<file path="src/rtl/floating_point_to_int.sv">
// Float-to-signed-integer converter: round-to-nearest-even, saturating,
// fully pipelined with a fixed 5-cycle latency and no backpressure.
module floating_point_to_int #(
    parameter int unsigned FRAC_WIDTH = 24,
    parameter int unsigned EXP_WIDTH  = 8,
    parameter int unsigned INT_WIDTH  = 32
) (
    input  logic                              clkIn,
    input  logic                              rstIn,
    input  logic [FRAC_WIDTH+EXP_WIDTH-1:0]   dataIn,
    input  logic                              validIn,
    output logic [INT_WIDTH-1:0]              dataOut,
    output logic                              validOut,
    output logic                              invalidOut,
    output logic                              overflowOut
);

    localparam int unsigned DATA_WIDTH = FRAC_WIDTH + EXP_WIDTH;
    localparam int unsigned MAN_W      = FRAC_WIDTH - 1;
    localparam int unsigned E_W        = EXP_WIDTH + 2;
    localparam int unsigned SH_W       = $clog2(FRAC_WIDTH + INT_WIDTH + 1);
    localparam int unsigned STAGES     = 5;
    localparam int unsigned BIAS       = (2 ** (EXP_WIDTH - 1)) - 1;

    localparam logic signed [E_W-1:0] E_BIAS = E_W'(BIAS);
    localparam logic signed [E_W-1:0] E_NEG1 = E_W'(-1);
    localparam logic signed [E_W-1:0] E_LSH  = E_W'(FRAC_WIDTH - 1);
    localparam logic signed [E_W-1:0] E_BIG  = E_W'(INT_WIDTH - 1);

    localparam logic [INT_WIDTH-1:0] INT_MIN = {1'b1, {(INT_WIDTH-1){1'b0}}};
    localparam logic [INT_WIDTH-1:0] INT_MAX = {1'b0, {(INT_WIDTH-1){1'b1}}};

    typedef struct packed {
        logic sign;
        logic nan;
        logic inf;
        logic tiny;       // magnitude below 0.5 or exp == 0: result is 0
        logic big;        // e >= INT_WIDTH-1: out of range before shifting
        logic exact_min;  // exactly -2^(INT_WIDTH-1), representable
    } cls_t;

    // Valid shift register, independent of the data path
    logic [STAGES-1:0] valid_q;
    logic [STAGES-1:0] valid_d;

    // Stage 1: decode and classify
    logic [EXP_WIDTH-1:0]    exp_c;
    logic [MAN_W-1:0]        man_c;
    logic signed [E_W-1:0]   e_c;
    cls_t                    cls1_d, cls1_q;
    logic [MAN_W-1:0]        man1_q;
    logic                    lsh1_d, lsh1_q;
    logic [SH_W-1:0]         shamt1_d, shamt1_q;

    // Stage 2: align significand, keep guard/sticky
    logic [FRAC_WIDTH-1:0]   sig_c;
    logic [2*FRAC_WIDTH-1:0] ext_c;
    logic [INT_WIDTH-1:0]    mag2_d, mag2_q;
    logic                    guard2_d, guard2_q;
    logic                    sticky2_d, sticky2_q;
    cls_t                    cls2_q;

    // Stage 3: round to nearest even
    logic                    rnd_c;
    logic [INT_WIDTH-1:0]    mag3_d, mag3_q;
    cls_t                    cls3_q;

    // Stage 4: sign, saturation and special values
    logic [INT_WIDTH-1:0]    res4_d, res4_q;
    logic                    inv4_d, inv4_q;
    logic                    ovf4_d, ovf4_q;

    // Stage 5: output registers
    logic [INT_WIDTH-1:0]    data_out_q;
    logic                    invalid_q;
    logic                    overflow_q;

    assign valid_d = {valid_q[STAGES-2:0], validIn};

    always_comb begin
        exp_c  = dataIn[DATA_WIDTH-2 -: EXP_WIDTH];
        man_c  = dataIn[MAN_W-1:0];
        e_c    = $signed({2'b00, exp_c}) - E_BIAS;
        cls1_d = '0;
        cls1_d.sign      = dataIn[DATA_WIDTH-1];
        cls1_d.nan       = (&exp_c) && (|man_c);
        cls1_d.inf       = (&exp_c) && !(|man_c);
        cls1_d.tiny      = (exp_c == '0) || (e_c < E_NEG1);
        cls1_d.big       = (e_c >= E_BIG);
        cls1_d.exact_min = dataIn[DATA_WIDTH-1] && !(|man_c) && (e_c == E_BIG);
        lsh1_d   = (e_c >= E_LSH);
        shamt1_d = lsh1_d ? SH_W'(e_c - E_LSH) : SH_W'(E_LSH - e_c);
    end

    // Right shifts move the significand into a fractional half of equal width,
    // so no bit is ever lost before guard/sticky are extracted.
    always_comb begin
        sig_c     = {1'b1, man1_q};
        ext_c     = {sig_c, {FRAC_WIDTH{1'b0}}} >> shamt1_q;
        mag2_d    = lsh1_q ? (INT_WIDTH'(sig_c) << shamt1_q)
                           : INT_WIDTH'(ext_c[2*FRAC_WIDTH-1:FRAC_WIDTH]);
        guard2_d  = !lsh1_q && ext_c[FRAC_WIDTH-1];
        sticky2_d = !lsh1_q && (|ext_c[FRAC_WIDTH-2:0]);
    end

    always_comb begin
        rnd_c  = guard2_q && (sticky2_q || mag2_q[0]);
        mag3_d = mag2_q + INT_WIDTH'(rnd_c);
    end

    always_comb begin
        res4_d = '0;
        inv4_d = 1'b0;
        ovf4_d = 1'b0;
        if (cls3_q.nan) begin
            res4_d = INT_MIN;
            inv4_d = 1'b1;
        end else if (cls3_q.inf) begin
            res4_d = cls3_q.sign ? INT_MIN : INT_MAX;
            ovf4_d = 1'b1;
        end else if (!cls3_q.tiny) begin
            if (cls3_q.big) begin
                if (cls3_q.exact_min) begin
                    res4_d = INT_MIN;
                end else begin
                    res4_d = cls3_q.sign ? INT_MIN : INT_MAX;
                    ovf4_d = 1'b1;
                end
            end else if (mag3_q[INT_WIDTH-1]) begin
                // Rounding reached 2^(INT_WIDTH-1): only the negative side fits
                res4_d = cls3_q.sign ? INT_MIN : INT_MAX;
                ovf4_d = !cls3_q.sign;
            end else begin
                res4_d = cls3_q.sign ? (INT_WIDTH'(0) - mag3_q) : mag3_q;
            end
        end
    end

    // Data path registers need no reset; results are qualified by validOut
    always_ff @(posedge clkIn) begin
        cls1_q    <= cls1_d;
        man1_q    <= man_c;
        lsh1_q    <= lsh1_d;
        shamt1_q  <= shamt1_d;
        mag2_q    <= mag2_d;
        guard2_q  <= guard2_d;
        sticky2_q <= sticky2_d;
        cls2_q    <= cls1_q;
        mag3_q    <= mag3_d;
        cls3_q    <= cls2_q;
        res4_q    <= res4_d;
        inv4_q    <= inv4_d;
        ovf4_q    <= ovf4_d;
    end

    always_ff @(posedge clkIn) begin
        if (rstIn) begin
            valid_q    <= '0;
            data_out_q <= '0;
            invalid_q  <= 1'b0;
            overflow_q <= 1'b0;
        end else begin
            valid_q    <= valid_d;
            data_out_q <= res4_q;
            invalid_q  <= inv4_q;
            overflow_q <= ovf4_q;
        end
    end

    assign dataOut     = data_out_q;
    assign validOut    = valid_q[STAGES-1];
    assign invalidOut  = invalid_q;
    assign overflowOut = overflow_q;

endmodule

</file>
<file path="config.mk">
export PLATFORM = sky130hd
export DESIGN_NAME = floating_point_to_int
export DESIGN_NICKNAME = d
export VERILOG_FILES = /design/src/rtl/floating_point_to_int.sv
export SDC_FILE = /design/constraint.sdc
export NUM_CORES = 1
export LEC_CHECK = 0
export BUFFER_PORTS_ARGS = -buffer_cell sky130_fd_sc_hd__buf_2
export CAP_MARGIN = 20
export CORE_MARGIN = 5
export CORE_UTILIZATION = 40
export DETAILED_ROUTE_END_ITERATION = 6
export HOLD_SLACK_MARGIN = 0.03
export PLACE_DENSITY_LB_ADDON = 0.15
export SKIP_CTS_REPAIR_TIMING = 1
export SYNTH_ARGS = -nofsm -noshare
export SYNTH_HDL_FRONTEND = slang
export SYNTH_SLANG_ARGS = --single-unit
</file>
<file path="constraint.sdc">
create_clock -name clkIn -period 2.9 [get_ports clkIn]
set_clock_uncertainty 0.2 [all_clocks]
set_input_delay 0.145 -clock clkIn [delete_from_list [all_inputs] [get_ports clkIn]]
set_output_delay 0.145 -clock clkIn [all_outputs]
set_load 0.03 [all_outputs]
</file>
# Word-level counts from Yosys, hierarchy flattened
# Index checks and enable logic that the tools add are counted.
dict set report totals {
  reg_bits 187
  latchBits 0
  mem_bits_rw 0
  mem_bits_ro 0
  elab_cells 75
  n_memories 0
}
dict set report op_classes {
  add_sub_neg 5
  n_mul 0
  div 0
  n_lt_le_gt_ge 3
  eq_ne 1
  n_shift 2
  mux 15
  n_bitwise 0
  reduce_logical 16
}
# op count
set ops {}
lappend ops {{32-bit 2-to-1 mux} 7}
lappend ops {{48-bit by 6-bit right shift with 48-bit output} 1}
lappend ops {{23-bit OR reduction} 2}
lappend ops {{32-bit by 1-bit adder with 32-bit output} 1}
lappend ops {{24-bit by 6-bit << shifter with 32-bit output} 1}
lappend ops {{1-bit by 32-bit subtractor with 32-bit output, first input constant} 1}
lappend ops {{24-bit 2-to-1 mux} 1}
lappend ops {{9-bit by 6-bit >= comparator with 1-bit output, second input constant} 2}
lappend ops {{9-bit by 6-bit equality test with 1-bit output, second input constant} 1}
lappend ops {{9-bit by 1-bit less-than comparator with 1-bit output, second input constant} 1}
lappend ops {{8-bit by 7-bit subtractor with 9-bit output, second input constant} 1}
lappend ops {{8-bit logical NOT} 1}
lappend ops {{8-bit AND reduction} 1}
lappend ops {{1-bit logical AND} 7}
lappend ops {{1-bit 2-to-1 mux} 6}
lappend ops {{6-bit 2-to-1 mux} 1}
lappend ops {{6-bit subtractor, first input constant} 1}
lappend ops {{6-bit subtractor, second input constant} 1}
lappend ops {{1-bit logical NOT} 3}
lappend ops {{1-bit logical OR} 2}

# Depth between registers and ports, before layout
dict set report logic_depth {
  depth_word 6
  ltp_mapped 11
  depth_no_buf 11
}

# Worst setup path after synthesis
# No wires, ideal clock.
dict set report synth_path {
  kind {reg2reg}
  from {register mag3_q[0]}
  to {register res4_q[22]}
  setup_time_ns 0.124
  arrival_time_ns 2.308
  slack_ns 0.268
  stages_incl_launch_ff 10
  synth_period_minus_slack_ns 2.632
  path_cell_list {dfxtp_1 > inv_1 > ha_1 > or3b_4 > nand4b_4 > or4_4 > or3_4 > o31ai_4 > xor2_1 > o21ai_1}
}
dict set report synth_via {
  elab_chain_len 6
}
# item line_no
set synth_lines {}
lappend synth_lines {{start: declaration} 65} ;# logic [INT_WIDTH-1:0] mag3_d, mag3_q;
lappend synth_lines {{start signal: assignment} 149} ;# mag3_q <= mag3_d;
lappend synth_lines {{1-bit by 32-bit subtractor with 32-bit output} 134} ;# res4_d = cls3_q.sign ? (INT_WIDTH'(0) - mag3_q) : mag3_q;
lappend synth_lines {{32-bit 2-to-1 mux} 134}
lappend synth_lines {{32-bit 2-to-1 mux} 129} ;# end else if (mag3_q[INT_WIDTH-1]) begin
lappend synth_lines {{32-bit 2-to-1 mux} 122} ;# if (cls3_q.big) begin
lappend synth_lines {{32-bit 2-to-1 mux} 121} ;# end else if (!cls3_q.tiny) begin
lappend synth_lines {{32-bit 2-to-1 mux} 118} ;# end else if (cls3_q.inf) begin
lappend synth_lines {{end signal: assignment} 151} ;# res4_q <= res4_d;
lappend synth_lines {{end: declaration} 69} ;# logic [INT_WIDTH-1:0] res4_d, res4_q;
# No other way between the ends.
# A chain may end at the register's enable or synchronous reset.

# Worst setup path in the final report
dict set report layout_path {
  from {register mag3_q[1]}
  to {register res4_q[22]}
}
# Same word-level chain as after synthesis.

==> results.json <==
{
  "synth_cell_types": 70,
  "synthSimpleGateAreaFrac_pct": 18.9,
  "grt_pass1_wl_um": 40800,
  "cts_num_sinks": 187,
  "worstPathRequired_ps": 3010,
  "portBuffers": 69,
  "finalCriticalPeriod_ps": 2780,
  "final_hold_viol_count": 0,
  "ioPinCount": 70,
  "insertedDiodeCount": 0,
  "fillers": 2291,
  "viasPerCell": 5.43,
  "ys_seq_area_share_pct": 39.9,
  "grt.total_usage_pct": 19.3,
  "p_int_mw": 5.15,
  "drive_gt1_share_pct": 20.3,
  "start_kind": "flop",
  "via_count": 7998,
  "die_area_um2": 26600,
  "syn_area_um2": 9390,
  "dpl.hpwl_um": 19600,
  "syn_inst": 1032,
  "synth_ff_type": "dfxtp_1",
  "syn2layout_area_growth_pct": 19.8,
  "firstDrtPassIters": 5,
  "synth_adder_area_share_pct": 1.33,
  "status": "finished, final reports clean",
  "leakage_nw": 4.63,
  "multi_input_area_um2": 5290,
  "syn_area_per_cell_um2": 9.10,
  "nNetsFinal": 1185,
  "arrival_ps": 2890,
  "synth_edf_count": 0,
  "timing.fmax_mhz": 360,
  "clk_path_buf_depth": 2,
  "layout_commonest_cell": "dfxtp_1",
  "synth_top_family_by_area": "simple AND/OR/NAND/NOR gates",
  "synth-compound-area-share_pct": 16.8,
  "fin_crit_sh_pct": 95.7,
  "end_kind": "flop",
  "max_slew_margin_pct": 50.3,
  "pwr-share-clk_pct": 29.5,
  "setup_violations": 0,
  "die_y_um": 163,
  "h-tree-depth": 4,
  "drt_iter0_markers": 572,
  "p_per_area_nw_per_um2": 707,
  "grt_antenna_before_repair": 0,
  "clkTransAtPathRegs_ps": 70,
  "wl_per_cell_um": 17.4,
  "p_comb_share_pct": 31.0,
  "clk_latency_ps": 440,
  "rows": 56,
  "gp_congestion": 0.926,
  "crit_fanout": 4,
  "synth_mux_area_share_pct": 14.5,
  "synth-seq-cells": 187,
  "rsz0062_at_grt": "no",
  "grt_pass1_vias": 7542,
  "synthArstFlopShare_pct": 0,
  "slew_viol_final": 0,
  "hp-class": "in2reg",
  "drc_errors": 0,
  "power.switching_mw": 2.81,
  "synth_xor_xnor_area_share_pct": 4.85,
  "final-seq-area_um2": 3750,
  "cap_violations": 0,
  "critical_path_class": "reg2reg",
  "layout_common_cells": "dfxtp_1, nand2_1, nor2_1",
  "cts_tree": "yes",
  "cts.root.buffer_cell": "clkbuf_16",
  "max_slew.worst_pin.slew_ps": 739,
  "start_util_pct": 40.4,
  "ir_drop_v": 0.000349,
  "grt_overflow_total": 0,
  "die_w_um": 163,
  "syn-num-nets": 1077,
  "ys_warn_count": 0,
  "finalWirelength_um": 25600,
  "ant_nets": 0,
  "cts_buffers": 17,
  "coreArea_um2": 23300,
  "pwr-share-seq_pct": 39.5,
  "final_util_pct": 48.4,
  "grt_max_degree": 40,
  "setup_tns_ps": 0,
  "p_sw_share_pct": 35.3
}
layer usage:
layer	vias to the layer above	global-route usage, %	share of wire (%)
li1	3955	-	-
met1	3699	24.6	44
met2	296	33.3	49
met3	48	2.95	4.8
met4	0	6.79	2.9
met5	-	0	0
worst max-delay path: stages, from the launching register on:
cell and delay, ps:
dfxtp_1 310, inv_1 80, ha_2 190, or3b_4 390, nand4b_4 210, or4_4 510, or3_4 360, o31ai_4 180
xor2_1 160, o21ai_1 70
sequential cells by signal (all words and copies together), names as in the netlist:
name	cells
shamt1_q	6
man1_q	23
res4_q	32
inv4_q	1
mag2_q	32
cls2_q	6
mag3_q	32
lsh1_q	1
guard2_q	1
cls3_q	6
valid_q	5
dataOut	32
sticky2_q	1
ovf4_q	1
invalidOut	1
overflowOut	1
cls1_q	6
per-stage QoR:
stage | total power [mW] | cell area, um^2 | worst slack (ps) | instances | hold slack (ps)
global placement | 5.59 | 10300 | 165 | 1406 | 62.4
finish | 7.96 | 11200 | 124 | 1472 | 10.0
detailed placement | 5.58 | 10300 | 129 | 1406 | 62.9
global route | 8.39 | 11200 | 7.02 | 1472 | 40.0
CTS | 7.95 | 10900 | 121 | 1438 | -398
floorplan | 4.85 | 9390 | 268 | 1032 | -27.3
layout make-up:
class	instances	area share, %
Clock inverter	15	1.65
Inverter	17	0.567
Sequential cell	187	33.3
Clock buffer	17	3.78
Timing Repair Buffer	159	10.1
Tap cell	319	3.55
Multi-Input combinational cell	758	47.0
cell families (layout without fill, tap and decap cells):
logic type | after synthesis | after routing
AOI/OAI and AO/OA | 247 | 247
xor gates and xnor gates | 52 | 52
adders and majority gates | 10 | 10
buffers and inverters | 87 | 208
DFF | 187 | 187
muxes | 97 | 97
and+or+nand+nor | 352 | 352
cell usage after synthesis (10+ instances only):
cell type	n	area, um^2
ha_1	10	125
o21ai_0	64	320
mux4_2	29	653
xor2_1	29	254
o22ai_1	18	113
a21oi_1	75	375
nor4_1	12	75.1
buf_2	18	90.1
mux2_2	21	236
buf_1	11	41.3
or3_1	10	62.6
nand4_1	11	68.8
nor2_1	92	345
dfxtp_1	187	3740
xnor2_1	23	201
nor2b_1	46	288
mux2i_1	47	470
nand3_1	29	145
nor3_1	19	95.1
inv_1	16	60.1
clkbuf_1	39	146
nand2_1	94	353
power groups by stage:
| stage | logic, mW | clock network, mW | registers (mW) |
|---|---|---|---|
| 6_report | 2.46 | 2.35 | 3.14 |
| 5_1_grt | 2.69 | 2.51 | 3.19 |
| 4_1_cts | 2.39 | 2.42 | 3.14 |
| 3_5_place_dp | 2.38 | 0 | 3.20 |
| 3_3_place_gp | 2.39 | 0 | 3.20 |
| 2_1_floorplan | 1.67 | 0 | 3.18 |
worst paths after layout:
kind,start,to,slack (ps),cells past startpoint
setup / recovery,mag3_q[1],res4_q[22],120,9
hold / removal,dataIn[27],cls1_q[4],10,5
setup reg to reg,mag3_q[1],res4_q[22],120,9
hold reg to reg,cls1_q[5],cls2_q[5],130,0
Power figures use the tool's default switching activity.
